<file path="src/rtl/fakeram7_64x21_arb.sv">
// -----------------------------------------------------------------------------
// fakeram7_64x21_arb
//
// Round-robin arbiter and sequencer that lets two client blocks (A and B)
// share one fakeram7_64x21 single-port macro (64 words x 21 bits, read data
// registered inside the macro, available one cycle after the access).
//
// At most one access reaches the macro per cycle. Read data is steered back
// to the requester that issued the read. The macro control pins are driven
// to zero whenever no access is granted, so the macro never sees X.
//
// Ports
//   clk          single clock, shared with the macro
//   rst          synchronous, active-high reset
//   a_req_valid  A has an access pending
//   a_req_ready  A's access is accepted this cycle
//   a_req_we     A access type: 1 = write, 0 = read
//   a_req_addr   A word address
//   a_req_wdata  A write data
//   a_rsp_valid  a_rsp_rdata holds read data for A
//   a_rsp_rdata  read data for A
//   b_*          identical set of ports for requester B
//   ram_ce       macro ce_in
//   ram_we       macro we_in
//   ram_addr     macro addr_in
//   ram_wd       macro wd_in
//   ram_rd       macro rd_out
// -----------------------------------------------------------------------------
module fakeram7_64x21_arb #(
    parameter int BITS       = 21,
    parameter int WORD_DEPTH = 64,
    parameter int ADDR_WIDTH = 6
) (
    input  logic                  clk,
    input  logic                  rst,

    input  logic                  a_req_valid,
    output logic                  a_req_ready,
    input  logic                  a_req_we,
    input  logic [ADDR_WIDTH-1:0] a_req_addr,
    input  logic [BITS-1:0]       a_req_wdata,
    output logic                  a_rsp_valid,
    output logic [BITS-1:0]       a_rsp_rdata,

    input  logic                  b_req_valid,
    output logic                  b_req_ready,
    input  logic                  b_req_we,
    input  logic [ADDR_WIDTH-1:0] b_req_addr,
    input  logic [BITS-1:0]       b_req_wdata,
    output logic                  b_rsp_valid,
    output logic [BITS-1:0]       b_rsp_rdata,

    output logic                  ram_ce,
    output logic                  ram_we,
    output logic [ADDR_WIDTH-1:0] ram_addr,
    output logic [BITS-1:0]       ram_wd,
    input  logic [BITS-1:0]       ram_rd
);

    typedef enum logic {
        REQ_A = 1'b0,
        REQ_B = 1'b1
    } req_e;

    // Requester served by the most recent handshake; the other one wins the
    // next contention.
    req_e                  last_grant_q, last_grant_d;
    // A read was accepted last cycle; its data is on ram_rd this cycle.
    logic                  rd_pend_q,    rd_pend_d;
    req_e                  rd_owner_q,   rd_owner_d;

    // Arbitration result and the muxed payload of the winner.
    logic                  grant_valid;
    req_e                  grant_sel;
    logic                  sel_we;
    logic [ADDR_WIDTH-1:0] sel_addr;
    logic [BITS-1:0]       sel_wdata;

    // -------------------------------------------------------------------------
    // Arbitration. Nothing is granted while rst is high, which also forces
    // ready low and the macro pins to zero during reset.
    // -------------------------------------------------------------------------
    always_comb begin
        // NOTE: every signal written here gets a default first, so no path
        // leaves it unassigned and no latch is inferred.
        grant_valid = 1'b0;
        grant_sel   = REQ_A;
        if (!rst) begin
            case ({a_req_valid, b_req_valid})
                2'b10: begin
                    grant_valid = 1'b1;
                    grant_sel   = REQ_A;
                end
                2'b01: begin
                    grant_valid = 1'b1;
                    grant_sel   = REQ_B;
                end
                2'b11: begin
                    grant_valid = 1'b1;
                    if (last_grant_q == REQ_A) begin
                        grant_sel = REQ_B;
                    end else begin
                        grant_sel = REQ_A;
                    end
                end
                default: begin
                    grant_valid = 1'b0;
                end
            endcase
        end
    end

    // Winner's payload; zero when idle so the macro pins are always defined.
    always_comb begin
        sel_we    = 1'b0;
        sel_addr  = '0;
        sel_wdata = '0;
        if (grant_valid) begin
            if (grant_sel == REQ_A) begin
                sel_we    = a_req_we;
                sel_addr  = a_req_addr;
                sel_wdata = a_req_wdata;
            end else begin
                sel_we    = b_req_we;
                sel_addr  = b_req_addr;
                sel_wdata = b_req_wdata;
            end
        end
    end

    // -------------------------------------------------------------------------
    // Next-state logic.
    // -------------------------------------------------------------------------
    always_comb begin
        last_grant_d = last_grant_q;
        rd_owner_d   = rd_owner_q;
        rd_pend_d    = 1'b0;
        if (grant_valid) begin
            last_grant_d = grant_sel;
            if (!sel_we) begin
                rd_pend_d  = 1'b1;
                rd_owner_d = grant_sel;
            end
        end
    end

    // -------------------------------------------------------------------------
    // State register. Reset leaves last_grant at B so A wins the first
    // contention afterwards, and drops any read in flight.
    // -------------------------------------------------------------------------
    always_ff @(posedge clk) begin
        // NOTE: state is updated with non-blocking assignments so every
        // register samples its pre-edge inputs, independent of statement order.
        if (rst) begin
            last_grant_q <= REQ_B;
            rd_pend_q    <= 1'b0;
            rd_owner_q   <= REQ_A;
        end else begin
            last_grant_q <= last_grant_d;
            rd_pend_q    <= rd_pend_d;
            rd_owner_q   <= rd_owner_d;
        end
    end

    // -------------------------------------------------------------------------
    // Outputs.
    // -------------------------------------------------------------------------
    always_comb begin
        a_req_ready = grant_valid && (grant_sel == REQ_A);
        b_req_ready = grant_valid && (grant_sel == REQ_B);

        ram_ce      = grant_valid;
        ram_we      = sel_we;
        ram_addr    = sel_addr;
        ram_wd      = sel_wdata;

        // A read accepted just before rst rises must not report a response,
        // even though the macro still updates rd_out.
        a_rsp_valid = rd_pend_q && (rd_owner_q == REQ_A) && !rst;
        b_rsp_valid = rd_pend_q && (rd_owner_q == REQ_B) && !rst;

        // The macro holds the data; both response buses just follow it.
        a_rsp_rdata = ram_rd;
        b_rsp_rdata = ram_rd;
    end

endmodule

</file>
<file path="config.mk">
export PLATFORM = sky130hd
export DESIGN_NAME = fakeram7_64x21_arb
export DESIGN_NICKNAME = d
export VERILOG_FILES = /design/src/rtl/fakeram7_64x21_arb.sv
export SDC_FILE = /design/constraint.sdc
export NUM_CORES = 1
export LEC_CHECK = 0
export ABC_CLOCK_PERIOD_IN_PS = 3300
export BUFFER_PORTS_ARGS = -buffer_cell sky130_fd_sc_hd__clkbuf_2
export CAP_MARGIN = 10
export CORE_MARGIN = 3
export CORE_UTILIZATION = 28
export DETAILED_ROUTE_END_ITERATION = 8
export PLACE_DENSITY_LB_ADDON = 0.08
export SKIP_CTS_REPAIR_TIMING = 1
export SKIP_LAST_GASP = 1
export SLEW_MARGIN = 20
export SYNTH_ARGS = -nofsm -noshare
export SYNTH_HDL_FRONTEND = slang
export SYNTH_SLANG_ARGS = --single-unit
</file>
<file path="constraint.sdc">
create_clock -name clk -period 3.3 [get_ports clk]
set_clock_uncertainty 0.15 [all_clocks]
set_input_delay 0.66 -clock clk [delete_from_list [all_inputs] [get_ports clk]]
set_output_delay 0.66 -clock clk [all_outputs]
set_load 0.01 [all_outputs]
</file>
* Word-level counts from Yosys, hierarchy flattened
Index checks and enable logic that the tools add are counted.
** Operators by class
- Add/subtract/negate cells :: 0
- Multiply operators :: 0
- Divide/modulo/power cells :: 0
- $lt $le $gt $ge :: 0
- Eq/ne operators :: 3
- Shift operators :: 0
- Mux-type cells :: 12
- Bitwise operators :: 4
- Reduce and logical (&&, ||, !) cells :: 10
** Operator list (number)
- $mux 21 :: 2
- $mux 6 :: 2
- $mux 1 :: 7
- $logic_and 1x1->1 :: 6
- $eq 2x2->1 const B :: 2
- $not 1->1 :: 4
- $reduce_or 3->1 :: 1
- $eq 2x1->1 const B :: 1
- $pmux 1 s2 :: 1
- $reduce_and 2->1 :: 1
- $reduce_or 2->1 :: 1
- $logic_not 1->1 :: 1
** Word-level totals
- Register bits :: 3
- Latch bits :: 0
- Bits in writable memories :: 0
- Memory bits (read-only) :: 0
- Output and inout bits :: 75
- Logic and storage cells :: 32
- Memories kept :: 0

* Depth between registers and ports, before layout
Gate-level depths: netlist (run 1).
- Depth after elaboration :: 7
- Mapped depth :: 4
- Depth with buffers taken out :: 3

* Least setup slack after synthesis (run 1)
Ideal clock, no wire load.
- Path kind :: input -> output
- Start :: input port a_req_valid
- End :: output port ram_addr[0]
- Arrival time :: 1.401 ns
- Setup slack :: 1.089 ns
- Cell stages on the path :: 4
- Buffers on the path :: 1
- Path through :: inv_1 > nor3_4 > buf_6 > a22o_1
** Between the ends
- Cells in the longest elaborated chain, start to end :: 5
- Elaborated cells between the ends (all ways) :: 10
** RTL lines
- from (decl) :: line 37 : input logic a_req_valid,
- $eq 2x2->1 or $eq 2x1->1 (tied branches) :: line 89 : case ({a_req_valid, b_req_valid})
- $pmux 1 s2 or $reduce_or 3->1 (tied branches)
- $mux 1 (on tied branches) :: line 88, 89
- $mux 6 or $mux 1 (tied branches) :: line 119, 88
- $mux 6 (*) :: line 118 : if (grant_valid) begin
- to (decl) :: line 55 : output logic [ADDR_WIDTH-1:0] ram_addr,
Mark *: on every way between the ends. The rest lies on a longest branch, timed or not.

* Worst setup path in the final report (run 1)
- Start :: input port rst
- End :: output port ram_wd[12]
** Between the ends
- Cells in the longest elaborated chain, start to end :: 3
- Elaborated cells between the ends (all ways) :: 4
** RTL lines
- from (decl) :: line 35 : input logic rst,
- $mux 1 :: line 88 : if (!rst) begin
- $mux 21 :: line 119 : if (grant_sel == REQ_A) begin
- $mux 21 (*) :: line 118
- to (decl) :: line 56 : output logic [BITS-1:0] ram_wd,
Marks and branches as above.

==> flow_summary.json, run 1 <==
{
  "outcome": "finished, final reports clean",
  "grt_overflow": 0,
  "grt_first_pass_wirelength_mm": 3.71,
  "ant_nets": 0,
  "cp_max_fo": 26,
  "clockRootBuffer": "clkbuf_4",
  "seq_area_frac_synth": 0.0724,
  "hold_class": "flip-flop to flip-flop",
  "cp_cell_sequence": "clkbuf_2 -> nand2b_4 -> nor2_4 -> a22o_1 -> clkbuf_2",
  "cts.path.max_buffers": 2,
  "totalWireLength_mm": 2.70,
  "crit_arrival_ps": 1850,
  "clk_latency_ps": 230,
  "wl_met1_um": 833,
  "clkTransAtPathRegs_ps": 30,
  "post-place-ws_ps": 628,
  "yosysMostFrequentCell": "buf_4",
  "dr_wl_met2_mm": 1.36,
  "antenna_cells": 0,
  "vias_per_cell": 5.02,
  "synth_cell_types": 19,
  "slew_violations": 0,
  "gp_congestion": 0.792,
  "drive_gt1_frac": 0.664,
  "multi_input_area_sq_um": 394,
  "p_per_area_nw_per_um2": 231,
  "path_buf_inv": 2,
  "maxSlewHeadroom": 0.623,
  "yosysWarnings": 0,
  "io_pins": 156,
  "num_rows": 19,
  "dieArea_sq_um": 3650,
  "grt_usage": 0.132,
  "yosys-top-cells-area": "buf_4, a22o_1, dfxtp_1, buf_6, o2111ai_1",
  "post-route-period-util": 0.806,
  "vdd_drop_max_uv": 249,
  "avgRoutedWirePerCell_um": 14.7,
  "first_iter_violations": 29,
  "setup_violations": 0,
  "finalHoldViolCount": 0,
  "vias": 919,
  "fin_crit_ps": 2660,
  "cp-start-kind": "primary input",
  "highest_layer": "met4",
  "cts_tree": "done",
  "yosys.area.top_type_share": 0.380,
  "drv_cap": 0,
  "final.setup.tns_ps": 0,
  "critical-path-max-stage-delay_ps": 470,
  "synthTopCellsByCount": "buf_4, a22o_1, a21oi_1, buf_6, inv_1",
  "syn-instance-count": 101,
  "ys_seq_elements": 3,
  "layout.nets": 234,
  "route.met3.wl_um": 464,
  "synth-main-ff-cell": "dfxtp_1",
  "dr.pass1.iters": 4,
  "timing.critical_path.mode_cell": "clkbuf_2",
  "seqCellArea_sq_um": 60.1,
  "synth_edf_count": 0,
  "crit_path_end_kind": "output port",
  "die_x_um": 60.4,
  "cts_sinks": 3,
  "async_flop_share": 0,
  "h-tree-depth": 1,
  "antenna_found_initial": 0,
  "start_util": 0.298,
  "synth_top_area_cell": "buf_4",
  "fp.coreArea_sq_um": 2780,
  "cp_top_family": "simple AND/OR/NAND/NOR gates",
  "required_ps": 2490,
  "crit_type": "primary input to output port",
  "rsz0062_at_grt": "no",
  "port_buffers": 92,
  "syn_avg_cell_area_sq_um": 8.21,
  "dieHeight_um": 60.4,
  "critPathSlowestCell": "nor2_4",
  "setup_ws_ps": 639,
  "tightestPinTransition_ps": 564,
  "fmax_mhz": 376,
  "dp_hpwl_mm": 2.22,
  "numCtsBuffers": 3,
  "grt_pass1_vias": 884,
  "grt_max_degree": 27,
  "syn2layout_area_growth_pct": 20.8,
  "drc_errors": 0,
  "synth_area_sq_um": 830,
  "synth_nets": 182,
  "nFillCells": 299,
  "p_leak_nw": 0.612
}
kinds of logic after synthesis:
logic type             synth area share
buffers and inverters             0.452
AO/OA/AOI/OAI                     0.364
AND/OR/NAND/NOR                   0.112
flip-flops                       0.0724
area by class of cell:
| type | instances | area share |
|---|---|---|
| clock buffer | 4 | 0.0262 |
| inverter | 4 | 0.0150 |
| multi-input combinational | 48 | 0.393 |
| sequential | 3 | 0.0599 |
| tap | 31 | 0.0387 |
| timing repair buffer | 93 | 0.467 |
cells in the final DEF (no fill, tap or decap):
| cell type | n |
|---|---|
| clkbuf_2 | 92 |
| a22o_1 | 25 |
| a21oi_1 | 5 |
| inv_1 | 4 |
| o2111ai_1 | 3 |
| o21ai_0 | 3 |
| clkbuf_4 | 3 |
| dfxtp_1 | 3 |
| and3_1 | 2 |
| o21bai_1 | 1 |
| nand2b_4 | 1 |
| and2_2 | 1 |
| nor2_4 | 1 |
| nor2b_4 | 1 |
| nor3_4 | 1 |
| nor3b_1 | 1 |
| or3_1 | 1 |
| o41ai_1 | 1 |
| nand2_1 | 1 |
| clkbuf_1 | 1 |
| buf_4 | 1 |
sequential cells by signal, indices dropped and copies added (netlist names):
register	cells
rd_pend_q	1
rd_owner_q	1
last_grant_q	1
per-layer routing:
metal / up-vias / GRT usage
met5: - / 0
met2: 83 / 0.261
met4: 0 / 0.0557
met1: 391 / 0.113
li1: 436 / -
met3: 9 / 0.0553
metrics by stage:
stage / util / hold slack [ps] / power [mW] / cells / cell area [sq um]
floorplan: - / 295 / 0.157 / 101 / 830
global placement: 0.351 / 335 / 0.168 / 179 / 976
detailed placement: 0.351 / 343 / 0.169 / 179 / 976
CTS: 0.360 / 361 / 0.236 / 183 / 1000
global route: 0.360 / 382 / 0.252 / 183 / 1000
finish: 0.360 / 356 / 0.231 / 183 / 1000
power by group:
group / total, mW / internal, mW / switching, mW
Sequential: 0.0410 / 0.0389 / 0.00214
Combinational: 0.127 / 0.0652 / 0.0618
Clock: 0.0634 / 0.0453 / 0.0181
worst paths after layout:
| path | start | end | slack, ps | cells past startpoint |
|---|---|---|---|---|
| worst max-delay path | rst | ram_wd[12] | 640 | 5 |
| worst min-delay path | rd_owner_q | rd_owner_q | 360 | 2 |
| worst max register to register | last_grant_q | rd_owner_q | 2050 | 3 |
| worst min register to register | rd_owner_q | rd_owner_q | 360 | 2 |
worst reg2reg max path, cell delays in order, from the launching register on:
cell and delay [ps]:
dfxtp_1 350, and2_2 230, or3_1 310, a21oi_1 140
Note: power is estimated with default switching activity, not from simulation.
==> inputs of run 2 (changes only) <==
--- a/config.mk
+++ b/config.mk
@@ -5,11 +5,12 @@
 export SDC_FILE = /design/constraint.sdc
 export NUM_CORES = 1
 export LEC_CHECK = 0
-export ABC_CLOCK_PERIOD_IN_PS = 3300
+export ABC_AREA = 1
+export ABC_CLOCK_PERIOD_IN_PS = 2400
 export BUFFER_PORTS_ARGS = -buffer_cell sky130_fd_sc_hd__clkbuf_2
 export CAP_MARGIN = 10
 export CORE_MARGIN = 3
-export CORE_UTILIZATION = 28
+export CORE_UTILIZATION = 24
 export DETAILED_ROUTE_END_ITERATION = 8
 export PLACE_DENSITY_LB_ADDON = 0.08
 export SKIP_CTS_REPAIR_TIMING = 1
==> constraint.sdc (replaced) <==
create_clock -name clk -period 2.4 [get_ports clk]
set_clock_uncertainty 0.15 [all_clocks]
set_input_delay 0.48 -clock clk [delete_from_list [all_inputs] [get_ports clk]]
set_output_delay 0.48 -clock clk [all_outputs]
set_load 0.01 [all_outputs]
==> flow_summary.json, run 2 <==
{
  "clkTransAtPathRegs_ps": 40,
  "cp_cell_sequence": "clkbuf_2 -> nor2_1 -> nor2_4 -> inv_2 -> nor2_4 -> buf_12 -> nand2_1 -> nand2_1 -> clkbuf_2",
  "crit_arrival_ps": 1450,
  "syn-instance-count": 153,
  "post-route-period-util": 0.865,
  "drv_cap": 0,
  "final.setup.tns_ps": 0,
  "numCtsBuffers": 3,
  "first_iter_violations": 35,
  "fin_crit_ps": 2080,
  "synth_top_family_by_area": "buffers and inverters",
  "most-common-layout-cells": "clkbuf_2, nand2_1, nor2_1",
  "critPathSlowestCell": "buf_12",
  "r2r_cells": 5,
  "critical-path-max-stage-delay_ps": 170,
  "path_depth": 9,
  "synth-adder-area-share": 0,
  "num_rows": 21,
  "nFillCells": 403,
  "dieArea_sq_um": 4300,
  "maxSlewHeadroom": 0.876,
  "synthSimpleGateAreaFrac": 0.442,
  "slew_violations": 0,
  "cp_max_fo": 26,
  "grt_first_pass_wirelength_mm": 3.93,
  "vias_per_cell": 3.98,
  "ant_nets": 0,
  "syn2layout_area_growth_pct": 24.8,
  "synth_cell_types": 15,
  "grt_max_degree": 27,
  "dp_hpwl_mm": 2.23,
  "hold_class": "flip-flop to flip-flop",
  "layout.nets": 287,
  "cts.path.max_buffers": 2,
  "reg_top3": "last_grant_q: 1 flops, rd_owner_q: 1 flops, rd_pend_q: 1 flops",
  "start_util": 0.251,
  "antenna_found_initial": 0,
  "synth_area_sq_um": 852,
  "cp-start-kind": "primary input",
  "cts_sinks": 3,
  "clk_latency_ps": 230,
  "ys_seq_elements": 3,
  "die_x_um": 65.6,
  "crit_path_end_kind": "output port",
  "synthMuxAreaShare": 0,
  "vdd_drop_max_uv": 191,
  "seq_area_frac_synth": 0.0705,
  "cp_top_family": "buffers and inverters",
  "outcome": "finished, final reports clean",
  "synth-main-ff-cell": "dfxtp_1",
  "yosys-top-cells-area": "buf_4, nand2_1, dfxtp_1, buf_6, nor2_4",
  "syn_avg_cell_area_sq_um": 5.57,
  "antenna_cells": 0,
  "avgRoutedWirePerCell_um": 10.2,
  "gp_congestion": 0.807,
  "layoutNonFillerInstCount": 251,
  "grt_pass1_vias": 969,
  "yosysWarnings": 0,
  "cts_tree": "done",
  "fp.coreArea_sq_um": 3390,
  "io_pins": 156,
  "p_leak_nw": 0.729,
  "grt_overflow": 0,
  "synthTopCellsByCount": "nand2_1, buf_4, nor2_1, buf_6",
  "totalWireLength_mm": 2.57,
  "synth-compound-area-share": 0.0294,
  "synth_xor_area_frac": 0,
  "hold_path_depth": 2,
  "h-tree-depth": 1,
  "dp.cells": 247,
  "mostFrequentLayoutCell": "clkbuf_2",
  "synth_top_area_cell": "buf_4",
  "rsz0062_at_grt": "no",
  "yosys.area.top_type_share": 0.379,
  "setup_violations": 0,
  "p_per_area_nw_per_um2": 306,
  "dieHeight_um": 65.6,
  "required_ps": 1770,
  "dr.pass1.iters": 4,
  "clockRootBuffer": "clkbuf_4",
  "grt_usage": 0.112,
  "tightestPinTransition_ps": 186,
  "async_flop_share": 0,
  "synth_nets": 234,
  "port_buffers": 92,
  "crit_type": "primary input to output port",
  "fin_util": 0.314,
  "fmax_mhz": 482,
  "path_buf_inv": 4,
  "yosysMostFrequentCell": "nand2_1",
  "synth_edf_count": 0,
  "drive_gt1_frac": 0.507,
  "finalHoldViolCount": 0,
  "drc_errors": 0,
  "vias": 998
}
==> run 2: logic make-up (layout without fill, tap and decap cells) <==
| group | after synthesis | count (layout) |
|---|---|---|
| buffers and inverters | 53 | 105 |
| flip-flops | 3 | 3 |
| AND/OR/NAND/NOR | 92 | 92 |
| AO/OA/AOI/OAI | 5 | 5 |
==> run 2: area by class of cell <==
cell class / count / area (sq um) / area share
Clock buffer: 4 / 26.3 / 0.0247
Inverter: 6 / 22.5 / 0.0212
Multi-Input combinational cell: 97 / 402 / 0.378
Sequential cell: 3 / 60.1 / 0.0565
Tap cell: 46 / 57.6 / 0.0541
Timing Repair Buffer: 95 / 495 / 0.466
==> run 2: where the power goes <==
| group | switching [mW] | internal, mW |
|---|---|---|
| combinational | 0.0950 | 0.0863 |
| sequential | 0.00124 | 0.0537 |
| clock | 0.0266 | 0.0623 |
==> run 2: through the flow <==
stage / worst slack, ps / power, mW / area, sq um / hold slack (ps)
6_report: 324 / 0.325 / 1060 / 326
5_1_grt: 211 / 0.360 / 1060 / 352
3_3_place_gp: 337 / 0.241 / 1040 / 324
4_1_cts: 318 / 0.336 / 1060 / 329
3_5_place_dp: 318 / 0.240 / 1040 / 320
2_1_floorplan: 547 / 0.217 / 852 / 297
==> run 2: worst paths after layout <==
kind | start | end | slack [ps]
hold reg to reg | rd_owner_q | rd_owner_q | 330
setup / recovery | b_req_valid | ram_wd[9] | 320
setup reg to reg | last_grant_q | rd_owner_q | 1320
hold / removal | rd_owner_q | rd_owner_q | 330
==> run 2: tightest hold or removal path, delay by kind of cell (launching register included) <==
family                 cells  cell delay, ps
AO/OA/AOI/OAI              1              70
buffers and inverters      1              60
flip-flops                 1             300
==> run 2: metal layers <==
layer | vias to the layer above | wire [um] | GRT usage
li1 | 525 | - | -
met1 | 413 | 864 | 0.0989
met2 | 45 | 1420 | 0.229
met3 | 15 | 231 | 0.0154
met4 | 0 | 53 | 0.0725
met5 | - | 0 | 0
